<file path="config.mk">
export PLATFORM = sky130hd
export DESIGN_NAME = uart_transmitter
export DESIGN_NICKNAME = d
export VERILOG_FILES = /design/src/rtl/uart_pkg.sv /design/src/rtl/flex_pts_sr.sv /design/src/rtl/uart_transmitter.sv
export SDC_FILE = /design/constraint.sdc
export NUM_CORES = 1
export LEC_CHECK = 0
export CAP_MARGIN = 20
export CORE_MARGIN = 3
export CORE_UTILIZATION = 43
export CTS_CLUSTER_SIZE = 25
export DETAILED_ROUTE_END_ITERATION = 10
export GPL_TIMING_DRIVEN = 0
export HOLD_SLACK_MARGIN = 0.08
export PLACE_DENSITY = 0.74
export SLEW_MARGIN = 0
export SYNTH_ARGS = -nofsm -noshare
export SYNTH_HDL_FRONTEND = slang
export SYNTH_HIERARCHICAL = 1
export SYNTH_SLANG_ARGS = --single-unit
</file>
<file path="constraint.sdc">
create_clock -name clk -period 2.65 [get_ports clk]
set_input_delay 0.265 -clock clk [delete_from_list [all_inputs] [get_ports clk]]
set_output_delay 0.265 -clock clk [all_outputs]
set_load 0.02 [all_outputs]
</file>
<file path="src/rtl/uart_pkg.sv">
// uart_pkg: shared UART transmitter FSM state type and line levels.
package uart_pkg;
    typedef enum logic [1:0] {IDLE, START, DATA, STOP} tx_state_t;
    localparam logic START_BIT  = 1'b0;
    localparam logic STOP_BIT   = 1'b1;
    localparam logic IDLE_LEVEL = 1'b1;
endpackage

</file>
<file path="src/rtl/flex_pts_sr.sv">
// flex_pts_sr: parallel-to-serial shift register, load beats shift, fills with ones.
module flex_pts_sr #(
    parameter int NUM_BITS  = 4,
    parameter bit SHIFT_MSB = 1'b1
) (
    input  logic                clk,
    input  logic                n_rst,
    input  logic                load_enable,
    input  logic                shift_enable,
    input  logic [NUM_BITS-1:0] parallel_in,
    output logic                serial_out
);
    logic [NUM_BITS-1:0] q;
    always_ff @(posedge clk or negedge n_rst)
        if (!n_rst) q <= '1;
        else if (load_enable) q <= parallel_in;
        else if (shift_enable) q <= SHIFT_MSB ? {q[NUM_BITS-2:0], 1'b1} : {1'b1, q[NUM_BITS-1:1]};
    assign serial_out = SHIFT_MSB ? q[NUM_BITS-1] : q[0];
endmodule

</file>
<file path="src/rtl/uart_transmitter.sv">
// uart_transmitter: 8N1-style UART transmitter with registered line output.
module uart_transmitter
    import uart_pkg::*;
#(
    parameter int CLKS_PER_BIT = 10,
    parameter int DATA_BITS    = 8
) (
    input  logic                 clk,
    input  logic                 n_rst,
    input  logic [DATA_BITS-1:0] tx_data,
    input  logic                 tx_start,
    output logic                 serial_out,
    output logic                 tx_busy,
    output logic                 tx_done
);
    localparam int CW = $clog2(CLKS_PER_BIT);
    localparam int IW = DATA_BITS > 1 ? $clog2(DATA_BITS) : 1;
    tx_state_t   state;
    logic [CW-1:0] cnt;
    logic [IW-1:0] idx;
    logic        sr_out, wrap, load, shift;
    assign wrap  = cnt == CW'(CLKS_PER_BIT - 1);
    assign load  = state == IDLE && tx_start;
    // Shifting at the end of START too keeps the next payload bit ready at every wrap.
    assign shift = wrap && (state == START || state == DATA);
    flex_pts_sr #(.NUM_BITS(DATA_BITS), .SHIFT_MSB(1'b0)) u_sr (
        .clk          (clk),
        .n_rst        (n_rst),
        .load_enable  (load),
        .shift_enable (shift),
        .parallel_in  (tx_data),
        .serial_out   (sr_out)
    );
    always_ff @(posedge clk or negedge n_rst)
        if (!n_rst) begin
            state      <= IDLE;
            cnt        <= '0;
            idx        <= '0;
            serial_out <= IDLE_LEVEL;
            tx_busy    <= 1'b0;
            tx_done    <= 1'b0;
        end else begin
            tx_done <= 1'b0;
            cnt     <= (state == IDLE || wrap) ? '0 : cnt + 1'b1;
            case (state)
                IDLE:
                    if (tx_start) begin
                        state      <= START;
                        serial_out <= START_BIT;
                        tx_busy    <= 1'b1;
                    end
                START:
                    if (wrap) begin
                        state      <= DATA;
                        serial_out <= sr_out;
                        idx        <= '0;
                    end
                DATA:
                    if (wrap) begin
                        if (idx == IW'(DATA_BITS - 1)) begin
                            state      <= STOP;
                            serial_out <= STOP_BIT;
                        end else begin
                            idx        <= idx + 1'b1;
                            serial_out <= sr_out;
                        end
                    end
                STOP:
                    if (wrap) begin
                        state      <= IDLE;
                        serial_out <= IDLE_LEVEL;
                        tx_busy    <= 1'b0;
                        tx_done    <= 1'b1;
                    end
                default: state <= IDLE;
            endcase
        end
endmodule

</file>
==> impl_metrics.toml <==
[run_status]
status = "completed"

[worst_setup_path]
crit_path_start = "state[0]$_DFFE_PN0P_"
worstPathRequired_ns = 2.84
path_cells = "inv_1, ha_1, clkbuf_1, inv_1, o221a_4, mux2_4"
worstSetupStartpointType = "register"
crit_end = "state[1]$_DFFE_PN0P_"
crit-reg2reg-launch = "state[0]$_DFFE_PN0P_"
worst_r2r_path_depth = 6
critPathCaptureType = "register"
path_delay_family = "buffers and inverters"
critPathSlowestCell = "dfrtp_1"
critPathMaxFanout = 8
cpPeakStageDelay_ns = 0.43
crit_arrival_ns = 2.00
regToRegSetupSlack_ns = 0.84
worstSetupPathType = "register to register"
r2r-end = "state[1]$_DFFE_PN0P_"
cp_num_buf_inv = 3
crit_cells = 6
critPathMostFrequentCell = "inv_1"

[timing]
slew_viol_final = 0
worst_slew_pin_slew_ns = 0.874
timing.final.crit_period_ns = 1.81
fmax_mhz = 553
setup-tns-final_ns = 0
final_hold_viol_count = 0
rsz0062_at_grt = "false"
slew_headroom_pct = 41.6
finalClockSkew_ns = 0.00545
finalSetupViolCount = 0
fin_crit_sh_pct = 68.2

[cts]
h-tree-depth = 1
clk_latency_ns = 0.30
hold_buffers = 0
numCtsBuffers = 3
cts_tree = "built"
clkTransAtPathRegs_ns = 0.11
cts_root_buf = "clkbuf_4"
clkSinkCount = 20
cts_resized = 0
cts.repair_timing.setup_buffer_count = 0
ctsLongestPathBuffers = 2

[drt]
drc = 0
wl_mm = 1.97
drt_iter0_markers = 30
firstDrtPassIters = 4
wl_per_cell_um = 13.4
vias_per_cell = 5.29
vias = 778
ant_nets = 0

[grt]
top_usage_layer = "met2"
use_met1_pct = 19.6
overflow = 0
grt_usage_pct = 14.3
grt_pass1_vias = 763
antenna_found_initial = 0
grt_use_met2_pct = 21.8
grt_max_degree = 21
use_met3_pct = 5.06
grt_pass1_wl_mm = 3.61

[flow_run]
maxCapViolCount = 0

[placed_design]
hpwl_mm = 1.49
gp_congestion = 0.795
io_buffers = 13

[synth]
synth_adder_area_share_pct = 10.2
synth.distinct_cells = 31
synth_edf_count = 0
yosysWarnings = 6
synthMuxAreaShare_pct = 7.68
ys.flop_type = "dfrtp_1"
syn_nets = 122
postSynthCellCount = 102
ys_seq_area_share_pct = 46.2
syn-mean-instance-area_sq_um = 10.9
synth_compound_area_share_pct = 15.7
synth_top_family_by_area = "compound AO/OA/AOI/OAI gates"
ys_seq_elements = 20
synthXorXnorAreaFrac_pct = 0.791
async_flop_share_pct = 100
synth_simple_gate_area_share_pct = 14.7
synthesis.area_sq_um = 1110

[finish]
flow.area_growth_from_synthesis_pct = 18.2
antenna_cells = 0
fin_util_pct = 56.4
num-nets-final = 140
fill_cells = 200
drive_gt1_share_pct = 20.2

[die]
core_sq_um = 2320
fp.dieH_um = 56.7
die_area_sq_um = 3220
die_w_um = 56.7
initial_utilization_pct = 47.8
rows = 17
boundaryPins = 14

[pwr]
p_leak_nw = 0.550
cellPowerDensity_nw_per_um2 = 951
vdd_ir_drop_max_uv = 653

[hold_path]
hp-class = "input pin to asynchronous set/reset pin"
## Yosys cell counts (all sizes together), types with 2 or more instances
cell    n  share of area [%]
nor2b   2                1.1
ha      9                 10
nor2    3                1.0
a21oi   2               0.90
dfrtp  11                 25
dfstp   9                 21
mux2i   7                6.3
inv     4                1.4
a22o    3                2.4
and3b   2                1.6
nand2  10                3.4
nor3    5                2.3
o21ai  15                6.8
and2    3                1.9
buf     3                3.1
## cell families (layout without fill, tap and decap cells)
kind of cell    Yosys count  after routing
mux                       8              8
buf+inv                   8             25
fa+ha+maj                 9              9
compound gates           26             26
flops                    20             20
xor+xnor                  1              1
simple gates             30             30
## layout make-up
cell class / count / area (sq um) / area share (%)
buffer: 4 / 37.5 / 2.87
clock buffer: 4 / 36.3 / 2.77
inverter: 4 / 15.0 / 1.15
multi-input combinational: 74 / 543 / 41.5
sequential: 20 / 512 / 39.1
tap: 28 / 35.0 / 2.68
timing repair buffer: 13 / 130 / 9.94
## flip-flops by register name (all words and copies together), names as in the netlist
signal and flops:
cnt 4, idx 3, serial_out 1, u_sr/q 8, tx_done 1, state 2, tx_busy 1
## per-layer routing
layer / routed length, um / share of wire [%]
met5: 0 / 0
met4: 17 / 0.86
met3: 81 / 4.1
met2: 902 / 46
met1: 970 / 49
## worst min-delay path by stage
stage | to | cells past startpoint | slack [ns] | start
after floorplan | cnt[0]$_DFF_PN0_ | 0 | -0.03 | n_rst
after global placement | cnt[0]$_DFF_PN0_ | 1 | 0.49 | cnt[0]$_DFF_PN0_
after detailed placement | idx[1]$_DFFE_PN0P_ | 1 | 0.50 | idx[1]$_DFFE_PN0P_
after CTS | u_sr/q[2]$_DFFE_PN1P_ | 3 | 0.45 | tx_data[2]
after global routing | u_sr/q[4]$_DFFE_PN1P_ | 3 | 0.47 | tx_data[4]
final | idx[2]$_DFFE_PN0P_ | 1 | 0.44 | n_rst
## stage by stage
step / hold slack, ns / instances / total power [mW] / cell area (sq um) / worst slack, ns
after CTS: 0.454 / 147 / 1.26 / 1310 / 0.848
after floorplan: -0.0306 / 102 / 0.947 / 1110 / 1.03
after global placement: 0.494 / 143 / 1.06 / 1270 / 0.895
final: 0.445 / 147 / 1.24 / 1310 / 0.843
after detailed placement: 0.500 / 143 / 1.08 / 1270 / 0.867
after global routing: 0.465 / 147 / 1.37 / 1310 / 0.669
## layout by cell type (no fill, tap or decap), drive strengths merged, types with 2 or more instances in the layout
cell type      Yosys  final
clkdlybuf4s50      0     13
dfrtp             11     11
nor3               5      5
mux2i              7      7
buf                3      3
a21oi              2      2
nor2               3      3
a22o               3      3
ha                 9      9
and2               3      3
and3b              2      2
clkbuf             1      5
inv                4      4
nor2b              2      2
nand2             10     10
o21ai             15     15
dfstp              9      9
## power breakdown
part	switching [mW]	internal [mW]	total (mW)	leakage, nW
clock network	0.0934	0.0838	0.177	0.0210
registers	0.0858	0.465	0.551	0.233
logic	0.250	0.267	0.517	0.296
(Power assumes the default switching activity.)
